`src/rtl/snow64_param_float_div_if.sv`:
```
// Command/result bundle for the Snow64 parametrised float divider.
// The master side issues start/a/b; the slave side returns the quotient and flags.
interface snow64_param_float_div_if #(
    parameter int W = 16
);
    logic         start;
    logic [W-1:0] a;
    logic [W-1:0] b;
    logic [W-1:0] data;
    logic         data_valid;
    logic         can_accept_cmd;
    logic         div_by_zero;
    logic         overflow;
    logic         underflow;

    modport master (
        output start, a, b,
        input  data, data_valid, can_accept_cmd, div_by_zero, overflow, underflow
    );

    modport slave (
        input  start, a, b,
        output data, data_valid, can_accept_cmd, div_by_zero, overflow, underflow
    );
endinterface

```
`src/rtl/snow64_param_float_div.sv`:
```
// Multi-cycle parametrised float divider (restoring radix-2, one quotient bit per cycle).
// Fixed latency of MANT_WIDTH+5 edges from accept to result, including zero operands.
module snow64_param_float_div #(
    parameter int EXP_WIDTH     = 8,
    parameter int MANT_WIDTH    = 7,
    parameter int ROUND_NEAREST = 1
) (
    input logic                     clk,
    input logic                     rst_n,
    snow64_param_float_div_if.slave bus
);
    localparam int W    = 1 + EXP_WIDTH + MANT_WIDTH;
    localparam int N    = MANT_WIDTH + 3;
    localparam int EW2  = EXP_WIDTH + 2;
    localparam int CW   = $clog2(N);
    localparam int BIAS = (1 << (EXP_WIDTH - 1)) - 1;
    localparam int MAXE = (1 << EXP_WIDTH) - 1;

    localparam logic signed [EW2-1:0] E_BIAS = EW2'(BIAS);
    localparam logic signed [EW2-1:0] E_MAXE = EW2'(MAXE);
    localparam logic signed [EW2-1:0] E_ZERO = '0;
    localparam logic signed [EW2-1:0] E_ONE  = EW2'(1);
    localparam logic [EXP_WIDTH-1:0]  EXP_SAT = {{(EXP_WIDTH-1){1'b1}}, 1'b0};

    typedef enum logic [1:0] {IDLE, DIVIDE, NORM_ROUND, FINISH} state_t;

    state_t state_q, state_d;

    // operand fields
    logic                  a_sign, b_sign;
    logic [EXP_WIDTH-1:0]  a_exp, b_exp;
    logic [MANT_WIDTH-1:0] a_mant, b_mant;

    assign a_sign = bus.a[W-1];
    assign b_sign = bus.b[W-1];
    assign a_exp  = bus.a[W-2:MANT_WIDTH];
    assign b_exp  = bus.b[W-2:MANT_WIDTH];
    assign a_mant = bus.a[MANT_WIDTH-1:0];
    assign b_mant = bus.b[MANT_WIDTH-1:0];

    // datapath registers
    logic                  sign_q, sign_d;
    logic                  a_zero_q, a_zero_d;
    logic                  b_zero_q, b_zero_d;
    logic [MANT_WIDTH:0]   sb_q, sb_d;
    logic [MANT_WIDTH+1:0] r_q, r_d;
    logic [N-1:0]          q_q, q_d;
    logic signed [EW2-1:0] e_q, e_d;
    logic [CW-1:0]         cnt_q, cnt_d;
    logic [MANT_WIDTH-1:0] mant_q, mant_d;
    logic [W-1:0]          data_q, data_d;
    logic                  dv_q, dv_d;
    logic                  dz_q, dz_d;
    logic                  ovf_q, ovf_d;
    logic                  unf_q, unf_d;

    // FSM decode
    logic can_accept, accept, last_iter;

    // ------------------------------------------------------------------
    // FSM: state register
    always_ff @(posedge clk or negedge rst_n) begin
        if (!rst_n) state_q <= IDLE;
        else        state_q <= state_d;
    end

    assign last_iter = (cnt_q == CW'(N - 1));

    // FSM: next state
    always_comb begin
        state_d = state_q;
        case (state_q)
            IDLE:       if (bus.start) state_d = DIVIDE;
            DIVIDE:     if (last_iter) state_d = NORM_ROUND;
            NORM_ROUND: state_d = FINISH;
            FINISH:     state_d = IDLE;
            default:    state_d = IDLE;
        endcase
    end

    // FSM: outputs
    always_comb begin
        can_accept = (state_q == IDLE);
        accept     = can_accept && bus.start;
    end

    // ------------------------------------------------------------------
    // datapath next-state
    logic                  ge;
    logic [MANT_WIDTH+1:0] r_sub;
    logic [MANT_WIDTH-1:0] mant_sel;
    logic                  guard, sticky;
    logic signed [EW2-1:0] e_adj;
    logic [MANT_WIDTH:0]   rnd;

    always_comb begin
        sign_d   = sign_q;
        a_zero_d = a_zero_q;
        b_zero_d = b_zero_q;
        sb_d     = sb_q;
        r_d      = r_q;
        q_d      = q_q;
        e_d      = e_q;
        cnt_d    = cnt_q;
        mant_d   = mant_q;
        data_d   = data_q;
        dz_d     = dz_q;
        ovf_d    = ovf_q;
        unf_d    = unf_q;
        dv_d     = 1'b0;

        ge       = (r_q >= {1'b0, sb_q});
        r_sub    = ge ? (r_q - {1'b0, sb_q}) : r_q;

        // quotient lies in (0.5, 2): pick the window by its integer bit
        if (q_q[N-1]) begin
            mant_sel = q_q[MANT_WIDTH+1:2];
            guard    = q_q[1];
            sticky   = (|r_q) | q_q[0];
            e_adj    = e_q;
        end else begin
            mant_sel = q_q[MANT_WIDTH:1];
            guard    = q_q[0];
            sticky   = |r_q;
            e_adj    = e_q - E_ONE;
        end
        rnd = {1'b0, mant_sel} + (MANT_WIDTH+1)'(1);

        case (state_q)
            IDLE: if (accept) begin
                sign_d   = a_sign ^ b_sign;
                a_zero_d = (a_exp == '0);
                b_zero_d = (b_exp == '0);
                sb_d     = {1'b1, b_mant};
                r_d      = {2'b01, a_mant};
                q_d      = '0;
                e_d      = $signed({2'b00, a_exp}) - $signed({2'b00, b_exp}) + E_BIAS;
                cnt_d    = '0;
            end
            DIVIDE: begin
                q_d   = {q_q[N-2:0], ge};
                r_d   = {r_sub[MANT_WIDTH:0], 1'b0};
                cnt_d = cnt_q + 1'b1;
            end
            NORM_ROUND: begin
                if ((ROUND_NEAREST != 0) && guard && (sticky || mant_sel[0])) begin
                    mant_d = rnd[MANT_WIDTH-1:0];
                    e_d    = rnd[MANT_WIDTH] ? (e_adj + E_ONE) : e_adj;
                end else begin
                    mant_d = mant_sel;
                    e_d    = e_adj;
                end
            end
            FINISH: begin
                dz_d  = 1'b0;
                ovf_d = 1'b0;
                unf_d = 1'b0;
                dv_d  = 1'b1;
                if (b_zero_q) begin
                    data_d = {sign_q, {(W-1){1'b0}}};
                    dz_d   = 1'b1;
                end else if (a_zero_q) begin
                    data_d = {sign_q, {(W-1){1'b0}}};
                end else if (e_q <= E_ZERO) begin
                    data_d = {sign_q, {(W-1){1'b0}}};
                    unf_d  = 1'b1;
                end else if (e_q >= E_MAXE) begin
                    data_d = {sign_q, EXP_SAT, {MANT_WIDTH{1'b1}}};
                    ovf_d  = 1'b1;
                end else begin
                    data_d = {sign_q, e_q[EXP_WIDTH-1:0], mant_q};
                end
            end
            default: ;
        endcase
    end

    always_ff @(posedge clk or negedge rst_n) begin
        if (!rst_n) begin
            sign_q   <= 1'b0;
            a_zero_q <= 1'b0;
            b_zero_q <= 1'b0;
            sb_q     <= '0;
            r_q      <= '0;
            q_q      <= '0;
            e_q      <= '0;
            cnt_q    <= '0;
            mant_q   <= '0;
            data_q   <= '0;
            dv_q     <= 1'b0;
            dz_q     <= 1'b0;
            ovf_q    <= 1'b0;
            unf_q    <= 1'b0;
        end else begin
            sign_q   <= sign_d;
            a_zero_q <= a_zero_d;
            b_zero_q <= b_zero_d;
            sb_q     <= sb_d;
            r_q      <= r_d;
            q_q      <= q_d;
            e_q      <= e_d;
            cnt_q    <= cnt_d;
            mant_q   <= mant_d;
            data_q   <= data_d;
            dv_q     <= dv_d;
            dz_q     <= dz_d;
            ovf_q    <= ovf_d;
            unf_q    <= unf_d;
        end
    end

    assign bus.data           = data_q;
    assign bus.data_valid     = dv_q;
    assign bus.can_accept_cmd = can_accept;
    assign bus.div_by_zero    = dz_q;
    assign bus.overflow       = ovf_q;
    assign bus.underflow      = unf_q;
endmodule

```
`src/flat_wrapper.sv`:
```
// flat-port wrapper written by rule: the top's interface ports become plain ports
module snow64_param_float_div_flat 
#(
    parameter int EXP_WIDTH     = 8,
    parameter int MANT_WIDTH    = 7,
    parameter int ROUND_NEAREST = 1
)
  (clk, rst_n, bus_start, bus_a, bus_b, bus_data, bus_data_valid, bus_can_accept_cmd, bus_div_by_zero, bus_overflow, bus_underflow);
  snow64_param_float_div_if #(.W(16)) bus_i ();
  input logic clk;
  input logic rst_n;
  input wire logic [$bits(bus_i.start)-1:0] bus_start;
  input wire logic [$bits(bus_i.a)-1:0] bus_a;
  input wire logic [$bits(bus_i.b)-1:0] bus_b;
  output wire logic [$bits(bus_i.data)-1:0] bus_data;
  output wire logic [$bits(bus_i.data_valid)-1:0] bus_data_valid;
  output wire logic [$bits(bus_i.can_accept_cmd)-1:0] bus_can_accept_cmd;
  output wire logic [$bits(bus_i.div_by_zero)-1:0] bus_div_by_zero;
  output wire logic [$bits(bus_i.overflow)-1:0] bus_overflow;
  output wire logic [$bits(bus_i.underflow)-1:0] bus_underflow;
  assign bus_i.start = bus_start;
  assign bus_i.a = bus_a;
  assign bus_i.b = bus_b;
  assign bus_data = bus_i.data;
  assign bus_data_valid = bus_i.data_valid;
  assign bus_can_accept_cmd = bus_i.can_accept_cmd;
  assign bus_div_by_zero = bus_i.div_by_zero;
  assign bus_overflow = bus_i.overflow;
  assign bus_underflow = bus_i.underflow;
  snow64_param_float_div #(.EXP_WIDTH(EXP_WIDTH), .MANT_WIDTH(MANT_WIDTH), .ROUND_NEAREST(ROUND_NEAREST)) u_core (.clk(clk), .rst_n(rst_n), .bus(bus_i));
endmodule
```
`config.mk`:
```
export PLATFORM = sky130hd
export DESIGN_NAME = snow64_param_float_div_flat
export DESIGN_NICKNAME = d
export VERILOG_FILES = /design/src/rtl/snow64_param_float_div_if.sv /design/src/rtl/snow64_param_float_div.sv /design/src/flat_wrapper.sv
export SDC_FILE = /design/constraint.sdc
export NUM_CORES = 1
export LEC_CHECK = 0
export ABC_AREA = 0
export ABC_CLOCK_PERIOD_IN_PS = 3400
export CORE_MARGIN = 2
export CORE_UTILIZATION = 35
export DETAILED_ROUTE_END_ITERATION = 10
export PLACE_DENSITY = 0.59
export SKIP_CTS_REPAIR_TIMING = 1
export SYNTH_ARGS = -nofsm -noshare
export SYNTH_HDL_FRONTEND = slang
export SYNTH_SLANG_ARGS = --single-unit
```
`constraint.sdc`:
```
create_clock -name clk -period 3.4 [get_ports clk]
set_clock_uncertainty 0.2 [all_clocks]
set_input_delay 0.51 -clock clk [delete_from_list [all_inputs] [get_ports clk]]
set_output_delay 0.51 -clock clk [all_outputs]
set_load 0.05 [all_outputs]
```
# Word level (Yosys, flattened, before mapping)
# Cells that the tools add are included.
# word_totals
reg_bits	73
latchBits	0
ramBits	0
romBits	0
input_bits	35
output_inout_bits	21
wordCells	79
memories	0
# classes
n_addsub	7
mul	0
div	0
magnitude_cmp	3
n_eq_ne	7
shift	0
muxes	32
bitwise_logic	2
n_reduce_logical	13
# ops
cell	n
$mux W15	4
$mux W10	5
$pmux W10 S2	2
$pmux W9 S2	1
$logic_not A8 Y1	2
$mux W7	2
$mux W1	11
$add A10 B2 Y10 const B	1
$add A10 B8 Y10 const B	1
$ge A10 B9 Y1 const B	1
$le A10 B1 Y1 const B	1
$sub A10 B2 Y10 const B	1
$ge A9 B8 Y1	1
$mux W9	1
$reduce_or A9 Y1	1
$sub A8 B8 Y9	1
$add A7 B1 Y8 const B	1
$mux W8	1
$pmux W2 S4	1
$pmux W4 S2	1
$reduce_and A2 Y1	4
$sub A8 B8 Y8	1
$add A4 B1 Y4 const B	1
$eq A2 B2 Y1 const B	2
other kinds (12)	16

# Longest topological paths before layout
# Gate-level depths: netlist (run 1).
# depth
word_depth	7
mapped_depth	11
depth_no_buf	11

# Worst setup path after synthesis (run 1)
# OpenSTA, ideal clock, no wires.
# synth_path
path_type	reg2reg
from	register u_core.q_q[9]
to	register u_core.e_q[6]
setup_ns	0.111
t_arrival_ns	2.592
required_time_ns	3.089
setup_slack_ns	0.497
path_stages_with_launch	11
path_buffers	3
synth_period_minus_slack_ns	2.903
cell_sequence	dfrtp_1 > buf_4 > buf_1 > clkbuf_1 > mux2i_1 > ha_1 > o21ai_2 > a2111oi_4 > a2111oi_2 > or2_0 > a222oi_1
# synth_via
elab_chain_len	5
elab_cells_between_ends	11
classes_between	2 x add/sub; 7 x mux; 2 x reduce/logical
# synth_lines
element	line_no	rtl
start, declared	snow64_param_float_div.sv:47	logic [N-1:0] q_q, q_d;
start signal, assigned	snow64_param_float_div.sv:200	q_q <= q_d;
$mux W10, or another cell as far along	snow64_param_float_div.sv:116	if (q_q[N-1]) begin
$add A10 B2 Y10, or another cell as far along	snow64_param_float_div.sv:148	e_d = rnd[MANT_WIDTH] ? (e_adj + E_ONE) : e_adj;
$mux W10 / $logic_and A1 B1 Y1 (equally long branches)	snow64_param_float_div.sv:148, snow64_param_float_div.sv:146	
$mux W10 (*)	snow64_param_float_div.sv:146	if ((ROUND_NEAREST != 0) && guard && (sticky || mant_sel[0])) begin
$pmux W10 S2 (*)	snow64_param_float_div.sv:129	case (state_q)
end signal, assigned	snow64_param_float_div.sv:186	e_q <= '0;
end signal, assigned	snow64_param_float_div.sv:201	e_q <= e_d;
end, declared	snow64_param_float_div.sv:48	logic signed [EW2-1:0] e_q, e_d;
# Every way passes the cells marked *; elsewhere a longest branch is shown, timed or not.
# A chain may end at the register's enable or synchronous reset.

# Final worst setup path (run 1)
# layout_path
from	register u_core.e_q[0]
to	register u_core.e_q[5]
# layout_via
elab_chain_len	6
# layout_lines
element	line_no	rtl
$sub A10 B2 Y10	snow64_param_float_div.sv:125	e_adj = e_q - E_ONE;
$mux W10 (*)	snow64_param_float_div.sv:116	
$add A10 B2 Y10	snow64_param_float_div.sv:148	
$mux W10	snow64_param_float_div.sv:148	
$mux W10 (*)	snow64_param_float_div.sv:146	
$pmux W10 S2 (*)	snow64_param_float_div.sv:129	
# Marks and branches as above.

==> impl_metrics.ini, run 1 <==
[outcome]
status = finished clean

[synth]
yosysTopAreaCell = dfrtp_1
synth_seq_cells = 73
netlist_area_mm2 = 0.00498
ys_top_cells_by_area = dfrtp_1 37%, ha_1 7.0%, xnor2_1 4.4%
ys.warnings.count = 0
synth.yosys.seq_area_share_pct = 36.6
synth_edf_count = 0
synth_cell_types = 72
synth_top_area_share_pct = 36.6
ys.flop_type = dfrtp_1
synth_commonest_cells = 73 x dfrtp_1, 54 x inv_1, 44 x nand2_1
post-synth-top-count-cell = dfrtp_1
netlist_instances = 549
synth_nets = 614
avgSynthCellArea_um2 = 9.08
synthArstFlopShare_pct = 100

[placement]
dp.final_hpwl_mm = 8.82
numPortBuffers = 55
gp_congestion = 0.908
placed_area_mm2 = 0.00575
dp_cells = 772

[timing]
finalSetupViolCount = 0
timing.final.crit_share_pct = 93.0
fin_setup_tns_ns = 0
rsz0062_at_grt = no
tightest_slew_ns = 0.949
final-hold-violation-count = 0
layout_min_cycle_time_ns = 3.16
whs_ns = 0.194
fmax_mhz = 316
max_slew_margin_pct = 36.7
slew_violations = 0

[critical_path]
critPathLaunchType = flip-flop
cp.arrival_ns = 3.20
path_cells = inv_1, ha_1, nor4b_4, xnor2_1, or2_1, a2111oi_2, xnor2_1, a21oi_1, o2bb2a_1
cpPeakStageDelay_ns = 0.53
crit_top_cell = xnor2_1
worstSetupEndpointType = flip-flop
cp.required_ns = 3.44
crit_type = flip-flop to flip-flop
crit_slowest_cell = dfrtp_1
path_max_fanout = 11

[power]
power_switching_mw = 2.45
peakVddDrop_mv = 0.419
intPower_mw = 2.89
seqPwrFrac_pct = 28.0
p_leak_nw = 2.56
total_power_mw = 5.34
p_sw_share_pct = 45.9
clkPwrFrac_pct = 17.0
combPwrFrac_pct = 55.0
powerDensity_mw_per_mm2 = 887

[floorplan]
die_height_um = 123
io_pins = 56
initial_core_util_pct = 35.9
coreArea_mm2 = 0.0139
dieWidth_um = 123
rows = 43
die_area_mm2 = 0.0152

[run]
cap_violations = 0

[final_layout]
seq_area_mm2 = 0.00183
fill_cells = 1385
finalNetCount = 668
antenna_cells = 0
multiInputGateArea_mm2 = 0.00284
area_delta_synth_final_pct = 20.8
finalNonFillerCells = 788
drive_gt1_share_pct = 8.88
fin_area_mm2 = 0.00602

[detailed_routing]
wl_per_cell_um = 15.4
drt-vias-per-instance = 5.39
wl_mm = 12.1
drt_iter0_drc = 229
first_pass_iters = 5
vias = 4245
final_antenna_net_count = 0
route.detailed.drc = 0

[grt]
grt_max_degree = 74
grt_pass1_wl_mm = 20.3
antenna_found_initial = 0
grt.overflow.total = 0
grt_usage_pct = 17.1
grt_pass1_vias = 4185

[cts]
htreeDepth = 3
clockRootBuffer = clkbuf_16
cts_buffers = 9
numClockSinks = 73
cts_tree = built
cts_buffer_depth = 2
insertion_delay_ns = 0.36
cts.clk_slew.worst_paths_ns = 0.06

[worst_hold_path]
hp-class = input pin to async pin
-- power groups by stage --
stage | logic (mW) | clock network (mW) | registers (mW)
finish | 2.94 | 0.909 | 1.50
global route | 3.24 | 0.971 | 1.54
CTS | 2.94 | 0.928 | 1.49
detailed placement | 2.92 | 0 | 1.51
global placement | 2.87 | 0 | 1.49
floorplan | 1.90 | 0 | 1.71
-- cell usage in the layout (no fill, tap or decap), types with 15 or more instances in the layout --
| cell type | n |
|---|---|
| a21oi_1 | 19 |
| ha_1 | 28 |
| dfrtp_1 | 73 |
| xnor2_1 | 25 |
| clkdlybuf4s50_1 | 54 |
| mux2_2 | 15 |
| nand2_1 | 44 |
| inv_1 | 54 |
| o22ai_1 | 20 |
| nor2_1 | 40 |
| o21ai_0 | 26 |
-- through the flow --
| step | setup WS (ns) | utilization, % |
|---|---|---|
| floorplan | 0.497 | - |
| global placement | 0.0597 | 41.4 |
| detailed placement | -0.0213 | 41.4 |
| CTS | 0.256 | 43.4 |
| global route | 0.0501 | 43.4 |
| finish | 0.240 | 43.4 |
-- layout make-up --
class / instances / area share, %
clock buffer: 13 / 4.32
clock inverter: 3 / 0.249
inverter: 55 / 3.43
multi-input combinational: 395 / 47.1
sequential: 73 / 30.3
tap: 180 / 3.74
timing repair buffer: 69 / 10.8
-- critical path, delay by kind of cell, from the launching register on --
kind	cells	cell delay, ns
xor+xnor	2	0.46
buf+inv	1	0.21
fa+ha+maj	1	0.24
simple gates	2	0.55
flops	1	0.53
compound gates	3	0.84
-- registers in the layout, summed over array words and instances, names as in the netlist, 2 cells and up --
signal           flops
u_core.bus.data     16
u_core.q_q          10
u_core.e_q          10
u_core.state_q       2
u_core.cnt_q         4
u_core.sb_q          8
u_core.mant_q        7
u_core.r_q           9
-- per-layer routing --
metal | wire [um] | up-vias | track usage, %
li1 | - | 2080 | -
met1 | 5860 | 2017 | 23.1
met2 | 5350 | 133 | 26.4
met3 | 715 | 15 | 5.07
met4 | 182 | 0 | 5.11
met5 | 0 | - | 0
-- kinds of logic after synthesis --
kind of cell | synth area share, %
AOI/OAI and AO/OA | 21.5
xor gates and xnor gates | 6.68
adders and majority gates | 7.83
buffers and inverters | 6.43
DFF | 36.6
muxes | 4.79
and+or+nand+nor | 16.2
-- worst paths after layout --
path	startpoint	end	cells after the start	slack (ns)
setup reg to reg	u_core.e_q[0]	u_core.e_q[5]	9	0.24
max in group asynchronous	rst_n	u_core.sb_q[2]	2	2.20
min in group clk	u_core.sb_q[7]	u_core.sb_q[7]	2	0.25
hold reg to reg	u_core.sb_q[7]	u_core.sb_q[7]	2	0.25
hold / removal	rst_n	u_core.bus.data[14]	2	0.19
setup / recovery	u_core.e_q[0]	u_core.e_q[5]	9	0.24
(Power assumes the default switching activity.)
==> inputs of run 2 (changes only) <==
--- a/config.mk
+++ b/config.mk
@@ -7,7 +7,7 @@
 export LEC_CHECK = 0
 export ABC_AREA = 0
 export ABC_CLOCK_PERIOD_IN_PS = 3400
-export CORE_MARGIN = 2
+export CORE_MARGIN = 8
 export CORE_UTILIZATION = 35
 export DETAILED_ROUTE_END_ITERATION = 10
 export PLACE_DENSITY = 0.59
==> run 2 against run 1 <==
Non-clock buffer count down 1. First-iteration DRC count up 13%. Clock-buffer cell count down 1. Utilization down 0.12 points. Clock power down 6.2%. Via count down 1.7%. Maximum frequency up 2.0%. Largest cell class unchanged. Largest power group unchanged.
==> impl_metrics.ini, run 2 (synthesized netlist as in run 1, its figures left out) <==
[outcome]
status = finished clean

[cts]
cts_tree = built
cts_buffers = 9
insertion_delay_ns = 0.34
cts.clk_slew.worst_paths_ns = 0.06
cts_buffer_depth = 2
numClockSinks = 73
clockRootBuffer = clkbuf_16
htreeDepth = 3

[run]
cap_violations = 0

[final_layout]
final_common_cell = dfrtp_1
largest_register_ffs = 16
area_delta_synth_final_pct = 20.5
drive_gt1_share_pct = 8.58
finalNonFillerCells = 786
mostFrequentLayoutCells = 73 x dfrtp_1, 54 x inv_1, 54 x clkdlybuf4s50_1
finalNetCount = 667
antenna_cells = 0
final_util_pct = 43.3
fill_cells = 1413

[placement]
dp_cells = 771
numPortBuffers = 55
gp_congestion = 0.873
preCtsSetupSlack_ns = -0.0716
dp.final_hpwl_mm = 8.84

[detailed_routing]
wl_per_cell_um = 15.1
route.detailed.drc = 0
drt_iter0_drc = 258
wl_mm = 11.9
vias = 4172
first_pass_iters = 5
final_antenna_net_count = 0
drt-vias-per-instance = 5.31

[floorplan]
rows = 43
io_pins = 56
dieWidth_um = 135
initial_core_util_pct = 35.9
die_height_um = 135
die_area_mm2 = 0.0183
coreArea_mm2 = 0.0139

[critical_path]
path_max_fanout = 4
crit_type = input pin to flip-flop
worstSetupEndpointType = flip-flop
cp.required_ns = 3.40
cp.arrival_ns = 3.10
critPathLaunchType = input pin

[timing]
slew_violations = 0
max_slew_margin_pct = 37.6
fin_ws_ns = 0.300
layout_min_cycle_time_ns = 3.10
tightest_slew_ns = 0.935
finalSetupViolCount = 0
fmax_mhz = 323
timing.final.crit_share_pct = 91.2
rsz0062_at_grt = no
final-hold-violation-count = 0

[worst_hold_path]
hp-class = input pin to async pin

[grt]
antenna_found_initial = 0
grt.overflow.total = 0
grt_pass1_vias = 4124
grt_pass1_wl_mm = 19.9
grt_max_degree = 74
grt_usage_pct = 13.2

[power]
peakVddDrop_mv = 0.355
p_leak_nw = 2.54
powerDensity_mw_per_mm2 = 878
## run 2: cell types whose count changed in the layout (fill, tap and decap cells not counted), sizes merged
| cell | previous run | this run |
|---|---|---|
| buf | 15 | 14 |
| clkinvlp | 0 | 1 |
| clkbuf | 13 | 12 |
| clkinv | 4 | 3 |
## run 2: layer usage
metal  up-vias  global-route usage, %  part of all wire [%]
met2       122                   20.1                    43
li1       2085                      -                     -
met3        12                   4.15                   5.5
met4         0                   3.82                   1.2
met5         -                      0                     0
met1      1953                   17.7                    50
## run 2: worst paths after layout
path / cells past startpoint / slack [ns] / endpoint / startpoint
setup reg to reg: 8 / 0.41 / u_core.e_q[6] / u_core.e_q[0]
setup / recovery: 10 / 0.30 / u_core.e_q[7] / bus_b[7]
min in group clk: 2 / 0.25 / u_core.sb_q[7] / u_core.sb_q[7]
hold / removal: 1 / 0.12 / u_core.bus.data[3] / rst_n
hold reg to reg: 2 / 0.25 / u_core.sb_q[7] / u_core.sb_q[7]
max in group asynchronous: 1 / 2.27 / u_core.a_zero_q / rst_n
## run 2: critical path, stage by stage
cell             delay, ns
clkdlybuf4s50_1       0.50
ha_1                  0.20
inv_1                 0.06
fa_1                  0.43
xnor2_1               0.22
nand3_1               0.12
or3_1                 0.42
nor3_1                0.33
xnor2_1               0.17
o221ai_1              0.14
## run 2: metrics by stage
step,hold WS (ns),TNS [ns],power [mW],cell area [um2]
3_5_place_dp,0.238,-0.0716,4.42,5740
4_1_cts,0.167,0,5.31,6010
5_1_grt,0.215,0,5.68,6010
2_1_floorplan,0.0144,0,3.61,4980
6_report,0.118,0,5.27,6010
3_3_place_gp,0.237,0,4.37,5740
## run 2: where the power goes
part / internal, mW / leakage, nW / switching [mW]
Sequential: 1.18 / 0.930 / 0.298
Clock: 0.507 / 0.128 / 0.347
Combinational: 1.18 / 1.48 / 1.76
Total: 2.86 / 2.54 / 2.41
## run 2: layout make-up
type	count	area, um2	area share (%)
Sequential cell	73	1830	30.4
Inverter	55	206	3.44
Clock buffer	12	246	4.10
Timing Repair Buffer	68	646	10.7
Multi-Input combinational cell	395	2840	47.2
Clock inverter	3	17.5	0.292
Tap cell	180	225	3.75
